[src/rtl/arduino_link_tx.sv]
// arduino_link_tx: sends {ctrl, ball, val} to the Arduino as a 4-byte 8N1 frame
// whenever the word changes, plus a periodic heartbeat resend while idle.
module arduino_link_tx #(
   parameter int CLKS_PER_BIT   = 434,
   parameter int HEARTBEAT_CLKS = 5000000
) (
   input  logic        clk,
   input  logic        reset_n,
   input  logic [2:0]  ball_i,
   input  logic [1:0]  ctrl_i,
   input  logic [4:0]  val_i,
   output logic        uart_tx,
   output logic        busy,
   output logic [15:0] frames_sent
);

   localparam logic [15:0] BIT_LAST = 16'(CLKS_PER_BIT - 1);
   localparam logic [31:0] HB_MAX   = 32'(HEARTBEAT_CLKS);
   localparam logic [7:0]  SYNC     = 8'hA5;

   typedef enum logic [1:0] {
      IDLE,
      START,
      DATA,
      STOP
   } state_t;

   state_t      state, state_n;
   logic [9:0]  word;
   logic [9:0]  last_w, last_n;
   logic [9:0]  frame_w, frame_n;
   logic [15:0] clk_cnt, clk_cnt_n;
   logic [2:0]  bit_idx, bit_idx_n;
   logic [1:0]  byte_idx, byte_idx_n;
   logic [31:0] hb_cnt, hb_n;
   logic        tx_n, busy_n;
   logic [15:0] frames_n;
   logic [7:0]  b1, b2, cur_byte;
   logic        bit_end, hb_due, trigger;

   assign word    = {ctrl_i, ball_i, val_i};
   assign b1      = frame_w[7:0];
   assign b2      = {6'b0, frame_w[9:8]};
   assign bit_end = (clk_cnt == BIT_LAST);
   assign hb_due  = (HEARTBEAT_CLKS != 0) && (hb_cnt == HB_MAX);
   assign trigger = (state == IDLE) && ((word != last_w) || hb_due);

   always_comb begin
      cur_byte = SYNC ^ b1 ^ b2;
      unique case (byte_idx)
         2'd0:    cur_byte = SYNC;
         2'd1:    cur_byte = b1;
         2'd2:    cur_byte = b2;
         default: cur_byte = SYNC ^ b1 ^ b2;
      endcase
   end

   always_comb begin
      state_n    = state;
      tx_n       = uart_tx;
      busy_n     = busy;
      frames_n   = frames_sent;
      last_n     = last_w;
      frame_n    = frame_w;
      clk_cnt_n  = clk_cnt + 16'd1;
      bit_idx_n  = bit_idx;
      byte_idx_n = byte_idx;
      hb_n       = hb_cnt;
      unique case (state)
         IDLE: begin
            clk_cnt_n = '0;
            if (trigger) begin
               // snapshot so later input changes never touch this frame
               state_n    = START;
               tx_n       = 1'b0;
               busy_n     = 1'b1;
               last_n     = word;
               frame_n    = word;
               hb_n       = '0;
               bit_idx_n  = '0;
               byte_idx_n = '0;
            end else if (hb_cnt != HB_MAX) begin
               hb_n = hb_cnt + 32'd1;
            end
         end
         START: begin
            if (bit_end) begin
               state_n   = DATA;
               clk_cnt_n = '0;
               bit_idx_n = '0;
               tx_n      = cur_byte[0];
            end
         end
         DATA: begin
            if (bit_end) begin
               clk_cnt_n = '0;
               if (bit_idx == 3'd7) begin
                  state_n = STOP;
                  tx_n    = 1'b1;
               end else begin
                  bit_idx_n = bit_idx + 3'd1;
                  tx_n      = cur_byte[bit_idx_n];
               end
            end
         end
         STOP: begin
            if (bit_end) begin
               clk_cnt_n = '0;
               if (byte_idx != 2'd3) begin
                  state_n    = START;
                  tx_n       = 1'b0;
                  byte_idx_n = byte_idx + 2'd1;
               end else begin
                  state_n    = IDLE;
                  tx_n       = 1'b1;
                  busy_n     = 1'b0;
                  frames_n   = frames_sent + 16'd1;
                  byte_idx_n = '0;
               end
            end
         end
         default: begin
            state_n = IDLE;
            tx_n    = 1'b1;
            busy_n  = 1'b0;
         end
      endcase
   end

   always_ff @(posedge clk or negedge reset_n) begin
      if (!reset_n) begin
         state       <= IDLE;
         uart_tx     <= 1'b1;
         busy        <= 1'b0;
         frames_sent <= '0;
         last_w      <= '0;
         frame_w     <= '0;
         clk_cnt     <= '0;
         bit_idx     <= '0;
         byte_idx    <= '0;
         hb_cnt      <= '0;
      end else begin
         state       <= state_n;
         uart_tx     <= tx_n;
         busy        <= busy_n;
         frames_sent <= frames_n;
         last_w      <= last_n;
         frame_w     <= frame_n;
         clk_cnt     <= clk_cnt_n;
         bit_idx     <= bit_idx_n;
         byte_idx    <= byte_idx_n;
         hb_cnt      <= hb_n;
      end
   end

endmodule

[config.mk]
export PLATFORM = sky130hd
export DESIGN_NAME = arduino_link_tx
export DESIGN_NICKNAME = d
export VERILOG_FILES = /design/src/rtl/arduino_link_tx.sv
export SDC_FILE = /design/constraint.sdc
export NUM_CORES = 1
export LEC_CHECK = 0
export ABC_AREA = 0
export BUFFER_PORTS_ARGS = -buffer_cell sky130_fd_sc_hd__clkbuf_2
export CAP_MARGIN = 20
export CORE_ASPECT_RATIO = 1.25
export CORE_MARGIN = 2
export CORE_UTILIZATION = 30
export CTS_BUF_LIST = sky130_fd_sc_hd__clkbuf_16
export CTS_CLUSTER_SIZE = 8
export DETAILED_ROUTE_END_ITERATION = 10
export GPL_TIMING_DRIVEN = 0
export HOLD_SLACK_MARGIN = 0.03
export PLACE_DENSITY = 0.46
export SLEW_MARGIN = 20
export SYNTH_ARGS = -nofsm -noshare
export SYNTH_HDL_FRONTEND = slang
export SYNTH_SLANG_ARGS = --single-unit
[constraint.sdc]
create_clock -name clk -period 4.3 [get_ports clk]
set_input_delay 0.645 -clock clk [delete_from_list [all_inputs] [get_ports clk]]
set_output_delay 0.645 -clock clk [all_outputs]
set_load 0.005 [all_outputs]
Word level (Yosys, flattened, before mapping)
Cells that the tools add are included.
{"block": "word_totals", "ff_bits": 83, "input_bits": 12, "wordCells": 86, "out_inout_bits": 18}
{"block": "classes", "n_bitwise": 3, "muxes": 34, "n_reduce_logical": 16, "n_addsub": 5, "magnitude_cmp": 1, "n_eq_ne": 18}
{"cell": "two-way mux 32 bit", "count": 2}
{"cell": "adder 16 x 1 -> 16 bit, second input constant", "count": 2}
{"cell": "adder 32 x 1 -> 32 bit, second input constant", "count": 1}
{"cell": "equality test 32 x 23 -> 1 bit, second input constant", "count": 1}
{"cell": "!= test 32 x 23 -> 1 bit, second input constant", "count": 1}
{"cell": "one-hot mux 16 bit (2 select lines)", "count": 1}
{"cell": "one-hot mux 8 bit (3 select lines)", "count": 1}
{"cell": "equality test 16 x 9 -> 1 bit, second input constant", "count": 1}
{"cell": "two-way mux 16 bit", "count": 1}
{"cell": "two-way mux 2 bit", "count": 8}
{"cell": "!= test 2 bit, second input constant", "count": 8}
{"cell": "two-way mux 3 bit", "count": 4}
{"cell": "two-way mux 1 bit", "count": 11}
{"cell": "!= test 10 bit", "count": 1}
{"cell": "AND reduction 5 bit", "count": 2}
{"cell": "one-hot mux 3 bit (3 select lines)", "count": 1}
{"cell": "one-hot mux 2 bit (4 select lines)", "count": 1}
{"cell": "AND reduction 4 bit", "count": 2}
{"cell": "XOR 8 x 2 -> 8 bit", "count": 1}
{"cell": "equality test 2 bit, second input constant", "count": 3}
{"cell": "AND reduction 3 bit", "count": 2}
{"cell": "equality test 2 x 1 -> 1 bit, second input constant", "count": 2}
{"cell": "zero test 2 bit", "count": 2}
{"cell": "< comparator 3 x 4 -> 1 bit, second input constant", "count": 1}
{"cell": "15 further kinds", "count": 17}

Longest topological paths before layout
{"block": "depth", "ltp_word": 8, "mapped_depth": 10, "mapped_depth_nobuf": 7}

Least setup slack after synthesis
OpenSTA, ideal clock, no wires.
{"block": "synth_path", "kind": "input port to flip-flop", "startpoint": "in ctrl_i[1]", "endpoint": "reg frame_w[8]", "setup_time_ns": 0.127, "setup_slack_ns": 2.169, "required_time_ns": 4.173, "stages": 7, "arrival_ns": 2.003, "cell_sequence": "xor2_1 nor4_1 nand4_1 o21a_1 buf_6 buf_6 mux2_1"}
{"block": "synth_between", "elab_chain_cells": 4}
{"item": "start: declaration", "line_no": "10", "text": "input logic [1:0] ctrl_i,"}
{"item": "!= test 10 bit", "line_no": "46", "text": "assign trigger = (state == IDLE) && ((word != last_w) || hb_due);"}
{"item": "logical OR 1 bit", "line_no": "46"}
{"item": "logical AND 1 bit", "line_no": "46"}
{"item": "AND reduction 2 bit (no source line)"}
{"item": "end signal: assignment", "line_no": "148", "text": "frame_w <= frame_n;"}
{"item": "end: declaration", "line_no": "31", "text": "logic [9:0] frame_w, frame_n;"}
Every way passes these cells.
A chain may end at the register's enable or synchronous reset.

Final worst setup path
{"block": "layout_path", "startpoint": "reg hb_cnt[0]", "endpoint": "reg frame_w[8]"}
{"block": "layout_between", "elab_chain_cells": 4}
{"item": "start: declaration", "line_no": "35", "text": "logic [31:0] hb_cnt, hb_n;"}
{"item": "start signal: assignment", "line_no": "152", "text": "hb_cnt <= hb_n;"}
{"item": "equality test 32 x 23 -> 1 bit", "line_no": "45", "text": "assign hb_due = (HEARTBEAT_CLKS != 0) && (hb_cnt == HB_MAX);"}
{"item": "logical OR 1 bit", "line_no": "46"}
{"item": "logical AND 1 bit", "line_no": "46"}
{"item": "AND reduction 2 bit (no source line)"}
Every way passes these cells.

==> summary.md <==
| Metric | Value |
|---|---|
| Grt total ovfl | `0` |
| Setup crit start kind | `flop` |
| Most used DFF post-synth | `dfrtp_1` |
| Post-synthesis register bit count | `83` |
| Total of max-cap violations | `0` |
| Status | `complete, no violations` |
| Synth warn | `0` |
| Critical Setup Path Class | `reg -> reg` |
| Worst-Margin Slew | `0.7152 ns` |
| Avg Synthesized Cell Area | `10.32 µm²` |
| Number of CTS-inserted buffers | `9` |
| Clock-pin slew on the worst setup and hold paths | `0.07 ns` |
| Core Area | `15440 µm²` |
| RSZ-0062 raised after global routing | `false` |
| Most common cell after layout, fill and taps aside | `dfrtp_1` |
| Slew Limit Fails | `0` |
| Dpl cell area | `5104 µm²` |
| VDD IR-drop max | `0.2118 mV` |
| Layout Nets | `522` |
| Routed length per placed instance | `14.90 µm` |
| Most frequent cells in the layout | `82 x dfrtp_1, 53 x nor2_1, 37 x xnor2_1` |
| Setup tns final | `0 ns` |
| Crit-path cells | `inv_1, ha_1, nor4bb_1, nand4_1, nor2_2, o21a_1, buf_6, buf_6, mux2_1` |
| IO buf count | `29` |
| Worst-Skew Late Latency | `0.36 ns` |
| Net Count, Synth | `just under 500` |
| Rel. slew slack | `52.32%` |
| DR vias | `3534` |
| Clk root buf | `clkbuf_16` |
| Vias per inst | `4.970` |
| Post-DP HPWL | `7444 µm` |
| Sequential element share of the synthesized area | `44.36%` |
| Final hold violation count | `0` |
| Slowest CP cell | `dfrtp_1` |
| CP peak stage delay | `0.42 ns` |
| Drt drc | `0` |
| Minimum hold slack | `0.3144 ns` |
| Antenna cell count | `0` |
| Final ANT Viol Nets | `0` |
| Final Cycle Share | `57.23%` |
| Area Overhead vs Synth | `15.36%` |
| IO Pins | `30` |
| Hold WC Path Type | `in -> async` |
| Netlist cell types | `between 60 and 70` |
| Post-synth ARST share | `100.0%` |
| Max Clock Freq | `0.4064 GHz` |
| Clk_skew | `0.007474 ns` |
| CP delay by family, top | `simple AND/OR/NAND/NOR gates` |
| Initial core utilization | `between 30% and 40%` |
| Starting DRT DRC Count | `147` |
| Post-placement cell count | `695` |
| Die area | `16640 µm²` |
| Post-route cell area | `5404 µm²` |
| Rows | `51` |
| Clk sink count | `83` |
| GRT Util Overall | `13.92%` |
| Number of enable flip-flop cells after synthesis | `0` |
| WP data required | `4.54 ns` |
| Drt pass-1 iters | `4` |
| Max clock buf depth | `2` |
| Leakage power | `2.304 nW` |
| Post-Synthesis Cell Area | `4684 µm²` |
| CTS tree | `done` |
| Critical Path Sink Type | `flop` |
| Largest net degree at the start of global routing | `84` |
| Die H | `143.7 µm` |
| Number of global-route vias before repair | `3532` |
| Share of cells above drive strength 1 | `17.23%` |
| PostCTS Resize Cnt | `0` |
| Hold buffer count at cts | `0` |
| Tmin final | `between 2 and 2.5 ns` |
| Max FO, Critical Path | `10` |
| Critical path buffer and inverter count | `3` |
| Syn Inst Count | `454` |
| Final setup fails | `0` |
| Cell Pwr Density | `442.1 nW/µm²` |
| Post-CTS setup buffers | `0` |
| Initial antenna violation count | `0` |
| CP most frequent cell | `buf_6` |
| Die width | `about 120 µm` |
| CP arrival | `2.70 ns` |
| Global-route wire length before repair | `17890 µm` |
| GP Congestion | `a little under 0.8` |
| Non-filler cells, final | `slightly above 700` |
| Total Wirelength | `between 10000 and 15000 µm` |
| H-tree levels | `3` |
power by group:
| part | switching (W) | internal [W] |
|---|---|---|
| Clock | 0.000349 | 0.000454 |
| Sequential | 0.0000900 | 0.000864 |
| Combinational | 0.000344 | 0.000288 |
cells in the mapped netlist, types with 4 or more instances:
cell      instances  area, µm²
dfrtp_1          82       2052
nor2_1           53      198.9
xnor2_1          37      324.1
xor2_1           30      262.8
nand2_1          24      90.09
nand3_1          23      115.1
inv_1            18      67.56
ha_1             16      200.2
nand4_1          15      93.84
nor4_1           14      87.58
and4_1           11      96.34
nor3_1           11      55.05
mux2_2           10      112.6
clkbuf_1          7      26.28
and3_1            6      37.54
nor4_2            6      75.07
o21ai_0           5      25.02
a21oi_1           4      20.02
mux2i_1           4      40.04
nand2b_1          4      25.02
o211ai_1          4      30.03
o22ai_1           4      25.02
registers in the layout, indices dropped and copies added (netlist names):
signal and count:
byte_idx 2, clk_cnt 16, frames_sent 16, state 2, hb_cnt 32, frame_w 10
uart_tx 1, busy 1, bit_idx 3
through the flow:
step,power (W),setup WS [ns],utilization (%)
after floorplan,0.001440,2.169,-
after global placement,0.001600,1.555,32.99
after detailed placement,0.001608,1.667,33.05
after CTS,0.002426,1.808,34.99
after global routing,0.002545,1.675,34.99
final,0.002389,1.839,34.99
layer usage:
layer  vias up  part of all wire [%]  track usage, %
li1       1711                     -               -
met1      1766                    45           17.81
met2        38                    51           22.10
met3        19                   2.1           2.193
met4         0                   2.9           8.271
met5         -                     0               0
cell type report:
cell class / count / area, µm²
tap: 212 / 265.3
clock buffer: 9 / 225.2
buffer: 16 / 93.84
inverter: 18 / 67.56
sequential: 83 / 2078
fill: 1618 / 10040
multi-input combinational: 337 / 2445
timing repair buffer: 29 / 153.9
clock inverter: 7 / 75.07
final timing paths:
kind / start / endpoint / slack [ns] / cells after the start
setup / recovery: hb_cnt[0] / frame_w[8] / 1.84 / 9
hold / removal: reset_n / frames_sent[12] / 0.31 / 1
setup reg to reg: hb_cnt[0] / frame_w[8] / 1.84 / 9
hold reg to reg: frames_sent[15] / frames_sent[15] / 0.48 / 1
max in group asynchronous: reset_n / frame_w[5] / 3.45 / 1
min in group clk: frames_sent[15] / frames_sent[15] / 0.48 / 1
cells by family after synthesis:
family	synth area share, %
and+or+nand+nor	23.58
DFF	44.36
xor gates and xnor gates	12.53
AOI/OAI and AO/OA	7.986
buffers and inverters	3.445
muxes	3.819
adders and majority gates	4.273
Note: power is estimated with default switching activity, not from simulation.
